--- src/rtl/fpu_issue_if.sv ---
// Core-side request, FPU operand/result, writeback and hazard signals of fpu_issue.
// The master modport is the surrounding core/FPU side; the slave modport is fpu_issue.
interface fpu_issue_if;
  logic        req_valid;
  logic        req_ready;
  logic [3:0]  req_ctrl;
  logic [31:0] req_ds_val;
  logic [31:0] req_dt_val;
  logic [5:0]  req_dd;
  logic [15:0] req_imm;
  logic        flush;

  logic [3:0]  fpu_ctrl;
  logic [31:0] fpu_ds_val;
  logic [31:0] fpu_dt_val;
  logic [5:0]  fpu_dd;
  logic [15:0] fpu_imm;
  logic [5:0]  fpu_reg_addr;
  logic [31:0] fpu_dd_val;

  logic        wb_valid;
  logic [5:0]  wb_addr;
  logic [31:0] wb_data;
  logic        pend_valid;
  logic [5:0]  pend_addr;

  modport master (
    output req_valid, req_ctrl, req_ds_val, req_dt_val, req_dd, req_imm, flush,
    output fpu_reg_addr, fpu_dd_val,
    input  req_ready, fpu_ctrl, fpu_ds_val, fpu_dt_val, fpu_dd, fpu_imm,
    input  wb_valid, wb_addr, wb_data, pend_valid, pend_addr
  );

  modport slave (
    input  req_valid, req_ctrl, req_ds_val, req_dt_val, req_dd, req_imm, flush,
    input  fpu_reg_addr, fpu_dd_val,
    output req_ready, fpu_ctrl, fpu_ds_val, fpu_dt_val, fpu_dd, fpu_imm,
    output wb_valid, wb_addr, wb_data, pend_valid, pend_addr
  );
endinterface

--- src/rtl/fpu_issue.sv ---
// Issues one op to the combinational FPU, holds operands for the opcode's multicycle
// latency, then samples the result and strobes a single-cycle register writeback.
module fpu_issue #(
  parameter int LAT_ADD  = 2,
  parameter int LAT_MUL  = 2,
  parameter int LAT_INV  = 4,
  parameter int LAT_SQRT = 4,
  parameter int LAT_CVT  = 2
) (
  input  logic        clk,
  input  logic        rstn,
  fpu_issue_if.slave  bus
);

  localparam int CNT_W = 8;

  typedef enum logic [1:0] {S_IDLE, S_EXEC, S_WB} state_t;

  state_t             state_q, state_d;
  logic [CNT_W-1:0]   cnt_q, cnt_d;
  logic [3:0]         hold_ctrl_q, hold_ctrl_d;
  logic [31:0]        hold_ds_q, hold_ds_d;
  logic [31:0]        hold_dt_q, hold_dt_d;
  logic [5:0]         hold_dd_q, hold_dd_d;
  logic [15:0]        hold_imm_q, hold_imm_d;
  logic [5:0]         wb_addr_q, wb_addr_d;
  logic [31:0]        wb_data_q, wb_data_d;
  logic               ready;
  logic               accept;

  // Counter preload is latency-1; a zero latency parameter still needs one EXEC cycle.
  function automatic logic [CNT_W-1:0] lat_m1(input logic [3:0] c);
    int l;
    case (c)
      4'd1, 4'd2:  l = LAT_ADD;
      4'd3:        l = LAT_MUL;
      4'd4:        l = LAT_INV;
      4'd5:        l = LAT_SQRT;
      4'd9, 4'd10: l = LAT_CVT;
      default:     l = 1;
    endcase
    if (l < 1) l = 1;
    return CNT_W'(l - 1);
  endfunction

  assign ready  = rstn && !bus.flush && (state_q == S_IDLE || state_q == S_WB);
  assign accept = bus.req_valid && ready;

  always_comb begin
    state_d     = state_q;
    cnt_d       = cnt_q;
    hold_ctrl_d = hold_ctrl_q;
    hold_ds_d   = hold_ds_q;
    hold_dt_d   = hold_dt_q;
    hold_dd_d   = hold_dd_q;
    hold_imm_d  = hold_imm_q;
    wb_addr_d   = wb_addr_q;
    wb_data_d   = wb_data_q;

    case (state_q)
      S_IDLE: state_d = S_IDLE;
      S_EXEC: begin
        if (bus.flush) begin
          state_d = S_IDLE;
        end else if (cnt_q == '0) begin
          wb_addr_d = bus.fpu_reg_addr;
          wb_data_d = bus.fpu_dd_val;
          state_d   = S_WB;
        end else begin
          cnt_d = cnt_q - CNT_W'(1);
        end
      end
      S_WB:    state_d = S_IDLE;
      default: state_d = S_IDLE;
    endcase

    // Acceptance is only possible in IDLE or WB, so it overrides their default exit.
    if (accept) begin
      hold_ctrl_d = bus.req_ctrl;
      hold_ds_d   = bus.req_ds_val;
      hold_dt_d   = bus.req_dt_val;
      hold_dd_d   = bus.req_dd;
      hold_imm_d  = bus.req_imm;
      cnt_d       = lat_m1(bus.req_ctrl);
      state_d     = S_EXEC;
    end
  end

  always_ff @(posedge clk or negedge rstn) begin
    if (!rstn) begin
      state_q     <= S_IDLE;
      cnt_q       <= '0;
      hold_ctrl_q <= '0;
      hold_ds_q   <= '0;
      hold_dt_q   <= '0;
      hold_dd_q   <= '0;
      hold_imm_q  <= '0;
      wb_addr_q   <= '0;
      wb_data_q   <= '0;
    end else begin
      state_q     <= state_d;
      cnt_q       <= cnt_d;
      hold_ctrl_q <= hold_ctrl_d;
      hold_ds_q   <= hold_ds_d;
      hold_dt_q   <= hold_dt_d;
      hold_dd_q   <= hold_dd_d;
      hold_imm_q  <= hold_imm_d;
      wb_addr_q   <= wb_addr_d;
      wb_data_q   <= wb_data_d;
    end
  end

  // Outside EXEC the FPU sees a nop; operands stay on their flops to avoid toggling.
  assign bus.req_ready  = ready;
  assign bus.fpu_ctrl   = (state_q == S_EXEC) ? hold_ctrl_q : 4'd0;
  assign bus.fpu_ds_val = hold_ds_q;
  assign bus.fpu_dt_val = hold_dt_q;
  assign bus.fpu_dd     = hold_dd_q;
  assign bus.fpu_imm    = hold_imm_q;

  assign bus.wb_valid   = (state_q == S_WB) && (wb_addr_q != 6'd0);
  assign bus.wb_addr    = wb_addr_q;
  assign bus.wb_data    = wb_data_q;

  assign bus.pend_valid = (state_q == S_EXEC || state_q == S_WB) && (hold_dd_q != 6'd0) &&
                          (hold_ctrl_q != 4'd0) && (hold_ctrl_q != 4'd15);
  assign bus.pend_addr  = hold_dd_q;

endmodule

--- src/flat_wrapper.sv ---
// flat-port wrapper written by rule: the top's interface ports become plain ports
module fpu_issue_flat 
#(
  parameter int LAT_ADD  = 2,
  parameter int LAT_MUL  = 2,
  parameter int LAT_INV  = 4,
  parameter int LAT_SQRT = 4,
  parameter int LAT_CVT  = 2
)
  (clk, rstn, bus_req_valid, bus_req_ctrl, bus_req_ds_val, bus_req_dt_val, bus_req_dd, bus_req_imm, bus_flush, bus_fpu_reg_addr, bus_fpu_dd_val, bus_req_ready, bus_fpu_ctrl, bus_fpu_ds_val, bus_fpu_dt_val, bus_fpu_dd, bus_fpu_imm, bus_wb_valid, bus_wb_addr, bus_wb_data, bus_pend_valid, bus_pend_addr);
  fpu_issue_if bus_i ();
  input  logic clk;
  input  logic rstn;
  input wire logic [$bits(bus_i.req_valid)-1:0] bus_req_valid;
  input wire logic [$bits(bus_i.req_ctrl)-1:0] bus_req_ctrl;
  input wire logic [$bits(bus_i.req_ds_val)-1:0] bus_req_ds_val;
  input wire logic [$bits(bus_i.req_dt_val)-1:0] bus_req_dt_val;
  input wire logic [$bits(bus_i.req_dd)-1:0] bus_req_dd;
  input wire logic [$bits(bus_i.req_imm)-1:0] bus_req_imm;
  input wire logic [$bits(bus_i.flush)-1:0] bus_flush;
  input wire logic [$bits(bus_i.fpu_reg_addr)-1:0] bus_fpu_reg_addr;
  input wire logic [$bits(bus_i.fpu_dd_val)-1:0] bus_fpu_dd_val;
  output wire logic [$bits(bus_i.req_ready)-1:0] bus_req_ready;
  output wire logic [$bits(bus_i.fpu_ctrl)-1:0] bus_fpu_ctrl;
  output wire logic [$bits(bus_i.fpu_ds_val)-1:0] bus_fpu_ds_val;
  output wire logic [$bits(bus_i.fpu_dt_val)-1:0] bus_fpu_dt_val;
  output wire logic [$bits(bus_i.fpu_dd)-1:0] bus_fpu_dd;
  output wire logic [$bits(bus_i.fpu_imm)-1:0] bus_fpu_imm;
  output wire logic [$bits(bus_i.wb_valid)-1:0] bus_wb_valid;
  output wire logic [$bits(bus_i.wb_addr)-1:0] bus_wb_addr;
  output wire logic [$bits(bus_i.wb_data)-1:0] bus_wb_data;
  output wire logic [$bits(bus_i.pend_valid)-1:0] bus_pend_valid;
  output wire logic [$bits(bus_i.pend_addr)-1:0] bus_pend_addr;
  assign bus_i.req_valid = bus_req_valid;
  assign bus_i.req_ctrl = bus_req_ctrl;
  assign bus_i.req_ds_val = bus_req_ds_val;
  assign bus_i.req_dt_val = bus_req_dt_val;
  assign bus_i.req_dd = bus_req_dd;
  assign bus_i.req_imm = bus_req_imm;
  assign bus_i.flush = bus_flush;
  assign bus_i.fpu_reg_addr = bus_fpu_reg_addr;
  assign bus_i.fpu_dd_val = bus_fpu_dd_val;
  assign bus_req_ready = bus_i.req_ready;
  assign bus_fpu_ctrl = bus_i.fpu_ctrl;
  assign bus_fpu_ds_val = bus_i.fpu_ds_val;
  assign bus_fpu_dt_val = bus_i.fpu_dt_val;
  assign bus_fpu_dd = bus_i.fpu_dd;
  assign bus_fpu_imm = bus_i.fpu_imm;
  assign bus_wb_valid = bus_i.wb_valid;
  assign bus_wb_addr = bus_i.wb_addr;
  assign bus_wb_data = bus_i.wb_data;
  assign bus_pend_valid = bus_i.pend_valid;
  assign bus_pend_addr = bus_i.pend_addr;
  fpu_issue #(.LAT_ADD(LAT_ADD), .LAT_MUL(LAT_MUL), .LAT_INV(LAT_INV), .LAT_SQRT(LAT_SQRT), .LAT_CVT(LAT_CVT)) u_core (.clk(clk), .rstn(rstn), .bus(bus_i));
endmodule
--- config.mk ---
export PLATFORM = sky130hd
export DESIGN_NAME = fpu_issue_flat
export DESIGN_NICKNAME = d
export VERILOG_FILES = /design/src/rtl/fpu_issue_if.sv /design/src/rtl/fpu_issue.sv /design/src/flat_wrapper.sv
export SDC_FILE = /design/constraint.sdc
export NUM_CORES = 1
export LEC_CHECK = 0
export BUFFER_PORTS_ARGS = -buffer_cell sky130_fd_sc_hd__buf_2
export CAP_MARGIN = 20
export CORE_MARGIN = 4
export CORE_UTILIZATION = 51
export CTS_BUF_LIST = sky130_fd_sc_hd__clkbuf_4
export DETAILED_ROUTE_END_ITERATION = 10
export PLACE_DENSITY = 0.84
export SKIP_LAST_GASP = 1
export SLEW_MARGIN = 10
export SYNTH_ARGS = -nofsm -noshare
export SYNTH_HDL_FRONTEND = slang
export SYNTH_SLANG_ARGS = --single-unit
--- constraint.sdc ---
create_clock -name clk -period 3.1 [get_ports clk]
set_input_delay 0.31 -clock clk [delete_from_list [all_inputs] [get_ports clk]]
set_output_delay 0.31 -clock clk [all_outputs]
set_load 0.05 [all_outputs]
# --- Word-level counts from Yosys, hierarchy flattened ---
# Index checks and enable logic that the tools add are counted.
totals:
  mem_bits_rw: 0
  in_bits: 132
  reg_bits: 138
  latch_bits: 0
  n_memories: 0
  word_cells: 59
  out_inout_bits: 137
  rom_bits: 0
classes:
  magnitude_cmp: 1
  n_mux: 13
  n_div: 0
  eq_ne: 13
  bitwise_logic: 1
  n_reduce_logical: 20
  n_shift: 0
  multipliers: 0
  addsub: 2
ops:
  columns: ["op", "count"]
  rows:
  - ["8-bit two-way mux", 6]
  - ["32-bit by 2-bit < comparator with 1-bit output (second input constant)", 1]
  - ["32-bit two-way mux", 1]
  - ["6-bit nonzero test", 2]
  - ["4-bit by 2-bit equality test with 1-bit output (second input constant)", 2]
  - ["4-bit by 3-bit equality test with 1-bit output (second input constant)", 2]
  - ["4-bit equality test (second input constant)", 2]
  - ["8-bit logical NOT", 1]
  - ["2-bit two-way mux", 4]
  - ["8-bit by 1-bit subtractor with 8-bit output (second input constant)", 1]
  - ["8-bit by 2-bit subtractor with 8-bit output (second input constant)", 1]
  - ["1-bit logical AND", 7]
  - ["3-bit case mux with 2 select lines", 1]
  - ["3-bit AND reduction", 2]
  - ["5-bit OR reduction", 1]
  - ["4-bit by 1-bit equality test with 1-bit output (second input constant)", 1]
  - ["4-bit two-way mux", 1]
  - ["2-bit by 1-bit != test with 1-bit output (second input constant)", 2]
  - ["4-bit by 2-bit != test with 1-bit output (second input constant)", 1]
  - ["4-bit != test (second input constant)", 1]
  - ["4-bit nonzero test", 1]
  - ["2-bit by 1-bit equality test with 1-bit output (second input constant)", 1]
  - ["2-bit equality test (second input constant)", 1]
  - ["2-bit logical NOT", 1]
  - ["5 further kinds", 6]

# --- Logic depth before layout (Yosys ltp) ---
depth:
  ltp_word: 10
  depth_mapped: 9
  depth_no_buf: 6

# --- Worst setup path after synthesis ---
# No wires, ideal clock.
synth_path:
  path_kind: "reg2out"
  startpoint: "register u_core.hold_dd_q[3] (netlist: u_core.bus.fpu_dd[3])"
  endpoint: "output bus_pend_valid"
  stages_incl_launch_ff: 4
  arrival_time_ps: 1980
  required_time_ps: 2790
  n_path_buf: 0
  setup_slack_ps: 810
  cell_sequence: "dfrtp_1 or4_1 nor3_1 nor3_1"
synth_via:
  elab_chain_cells: 4
synth_lines:
  columns: ["item", "line", "text"]
  rows:
  - ["start: declaration", "fpu_issue.sv:24", "logic [5:0] hold_dd_q, hold_dd_d;"]
  - ["start signal: assignment", "fpu_issue.sv:106", "hold_dd_q <= hold_dd_d;"]
  - ["6-bit nonzero test", "fpu_issue.sv:125", "assign bus.pend_valid = (state_q == S_EXEC || state_q == S_WB) && (hold_dd_q != 6'd0) &&"]
  - ["1-bit logical AND (2 in series)", "fpu_issue.sv:125", null]
  - ["1-bit logical AND", "fpu_issue.sv:126", "(hold_ctrl_q != 4'd0) && (hold_ctrl_q != 4'd15);"]
  - ["end: declaration", "flat_wrapper.sv:32", "output wire logic [$bits(bus_i.pend_valid)-1:0] bus_pend_valid;"]
# Every way passes these cells.

# --- Worst setup path in the final report ---
layout_path:
  startpoint: "register u_core.hold_dd_q[2] (netlist: u_core.bus.fpu_dd[2])"
  endpoint: "output bus_pend_valid"
# The elaborated chain is that of the path after synthesis.

==> impl_metrics.ini <==
[logic_synthesis]
synth_top_family_by_area = simple AND/OR/NAND/NOR gates
ys_warn_count = 0
synth_top_cell_by_area = dfrtp_1
syn_area_per_cell_um2 = 10.2
synthMuxAreaShare_pct = 8.31
ys_seq_elements = 138
synth_compound_gate_area_share_pct = 2.21
synth-simple-area-share_pct = 22.2
synth_xor_area_share_pct = 0.631
synthesis.nets = 684
yosysUniqueCellTypes = 38
syn_inst = 547
yosys.area_share.adder_pct = 1.13
netlist.area_leader.share_pct = 62.2
synthesis.area_um2 = 5560
synth.top_cells.by_area = dfrtp_1, nand2_1, mux2_2, mux2_4, clkbuf_1
ys_seq_area_share_pct = 62.2

[critical_path]
worstSetupEndpointType = output port
worstSetupPathType = register to output port
path_max_fanout = 4
start_kind = register
crit_slowest_cell = or4_1
critPathBufInv = 1
arrival_ns = 2.15
required_ns = 2.79
cpPeakStageDelay_ns = 0.53
crit_chain = or4_1 -> nor3_1 -> nor3_1 -> buf_2
critPathTopFamily = simple AND/OR/NAND/NOR gates
crit_top_cell = nor3_1

[floorplanning]
io_pins = 269
die_height_um = 112
initial_core_util_pct = 53.1
core_area_um2 = 10500
die_w_um = 112
die-area_um2 = 12600
num_rows = 37

[timing]
min_period_over_period_pct = 79.5
max_freq_ghz = 0.406
period_needed_ns = 2.46
fin_skew_ns = 0.0309
setup-tns-final_ns = 0
fin_ws_ns = 0.636
rsz0062_at_grt = no
report.final.slew_viol_count = 0
relSlewSlack_pct = 43.3
final-hold-violation-count = 0
worst_pin_slew_ns = 0.850
setup_viol = 0

[global_routing]
grt_pass1_wl_um = 33100
antenna_found_initial = 0
first_global_vias = 6149
grt_max_degree = 100
grt_use_total_pct = 33.6
overflow = 0

[place]
portBuffers = 268
dp_slack_ns = 0.977
hpwlAfterDp_um = 11000
routabilityCongestion = 0.922

[layout]
drive_gt1_share_pct = 36.7
areaGrowthSynthToFinish_pct = 53.9
final.fill_count = 526
finalCoreUtilization_pct = 81.7
multi_input_comb_area_um2 = 1950
regArea_um2 = 3450
antenna_cells = 0
fin_nets = 1073

[run]
maxCapViolCount = 0

[clock_tree]
cts_setup_buffers = 0
cts_tree = built
cts_max_path_buffers = 2
cts_max_level = 4
clk_pin_slew_ns = 0.14
cts.sinks = 138
numCtsBuffers = 17
worstSkewPairLatency_ns = 0.53
cts_root_buf = clkbuf_4

[route]
antenna_left = 0
finalWirelength_um = 20900
viasPerCell = 5.25
vias = 5692
firstDrtPassIters = 7
drc = 0
wl_per_cell_um = 19.3
drt_iter0_markers = 448

[power_and_ir_drop]
p_leak_nw = 4.79
cellPowerDensity_nw_per_um2 = 810
ir_drop_v = 0.000551

[status]
status = complete, no violations

[worst_hold_path]
hold_class = primary input to register
final timing paths:
kind                                      startpoint                   endpoint  slack, ns  depth (start not counted)
setup / recovery                u_core.bus.fpu_dd[2]             bus_pend_valid       0.64                          4
hold / removal                         bus_req_valid          u_core.state_q[0]       0.32                          3
setup reg to reg                     u_core.cnt_q[0]     u_core.bus.wb_data[10]       0.91                          7
hold reg to reg            u_core.bus.fpu_dt_val[12]  u_core.bus.fpu_dt_val[12]       0.48                          2
max in group asynchronous                       rstn  u_core.bus.fpu_ds_val[10]       1.94                          3
min in group asynchronous                       rstn            u_core.cnt_q[6]       0.57                          3
final cells by class:
cell class	count	share of cell area, %
flip-flops and latches	138	40.4
clock buffers	18	1.58
inverters	4	0.176
repair buffers	403	31.7
clock inverters	14	1.42
well taps	136	1.99
multi-input cells	372	22.8
through the flow:
stage	total power, W	instances	instance area, µm²	hold slack [ns]
after CTS	0.00676	1085	8550	0.264
after global routing	0.00721	1085	8550	0.286
after global placement	0.00546	924	7000	0.452
after detailed placement	0.00555	924	7000	0.457
final	0.00693	1085	8550	0.324
after floorplan	0.00479	547	5560	0.0144
cells in the final DEF (no fill, tap or decap), drive strengths merged, types with 2 or more instances in the layout:
| master | instances |
|---|---|
| nand2 | 275 |
| buf | 274 |
| dfrtp | 138 |
| dlygate4sd3 | 129 |
| mux2 | 38 |
| clkbuf | 18 |
| nor2 | 8 |
| inv | 8 |
| o21ai | 6 |
| nor3 | 5 |
| ha | 5 |
| clkinv | 5 |
| and2 | 4 |
| a21oi | 4 |
| clkinvlp | 4 |
| or4 | 4 |
| xor2 | 3 |
| nor3b | 2 |
| o211ai | 2 |
| or3 | 2 |
what timing repair did:
item,4_1_cts,5_1_grt
hold endpoints to repair,168,0
resized for setup,0,0
hold buffers,129,0
registers in the layout, summed over array words and instances (netlist names):
| name | count |
|---|---|
| u_core.bus.fpu_ds_val | 32 |
| u_core.bus.fpu_dt_val | 32 |
| u_core.bus.wb_data | 32 |
| u_core.bus.fpu_imm | 16 |
| u_core.cnt_q | 8 |
| u_core.bus.fpu_dd | 6 |
| u_core.bus.wb_addr | 6 |
| u_core.hold_ctrl_q | 4 |
| u_core.state_q | 2 |
worst reg2reg max path: cells and delay by family (launching register included):
family                   cells  cell delay (ns)
AND/OR/NAND/NOR              3             0.69
flip-flops                   1             0.44
buffers and inverters        2             0.41
multiplexers                 1             0.38
adder cells (fa/ha/maj)      1             0.18
power breakdown:
part	internal (W)	leakage, nW	total [W]	switching, W
Sequential	0.00226	1.75	0.00263	0.000365
Clock	0.000409	0.131	0.00111	0.000698
Combinational	0.000852	2.90	0.00319	0.00234
synth_stat cells (all sizes together):
cell and count:
and2b 1, xor2 3, nand4bb 1, a221oi 1
inv 4, nor4 1, o211ai 2, o31a 1
mux2 38, or4 4, clkbuf 21, ha 5
or3 2, xnor2 1, and2 4, o31ai 1
buf 12, nor3b 2, a21o 1, dfrtp 138
or3b 1, nor2 8, a21oi 4, o21a 1
nand4 1, o22a 1, nor4bb 1, o2111ai 1
nor3 5, o21ai 6, nand2 275
cell families (layout without fill, tap and decap cells):
| logic type | after synthesis | count (layout) |
|---|---|---|
| AOI/OAI and AO/OA | 19 | 19 |
| xor gates and xnor gates | 4 | 4 |
| muxes | 38 | 38 |
| DFF | 138 | 138 |
| and+or+nand+nor | 306 | 306 |
| buffers and inverters | 37 | 439 |
| adders and majority gates | 5 | 5 |
layer usage:
layer  vias up  track usage [%]  wire, µm
met5         -                0         0
met1      2731             37.7      7410
li1       2503                -         -
met3        71             11.0      1920
met2       387             59.4     10800
met4         0             13.1       791
Note: power is estimated with default switching activity, not from simulation.
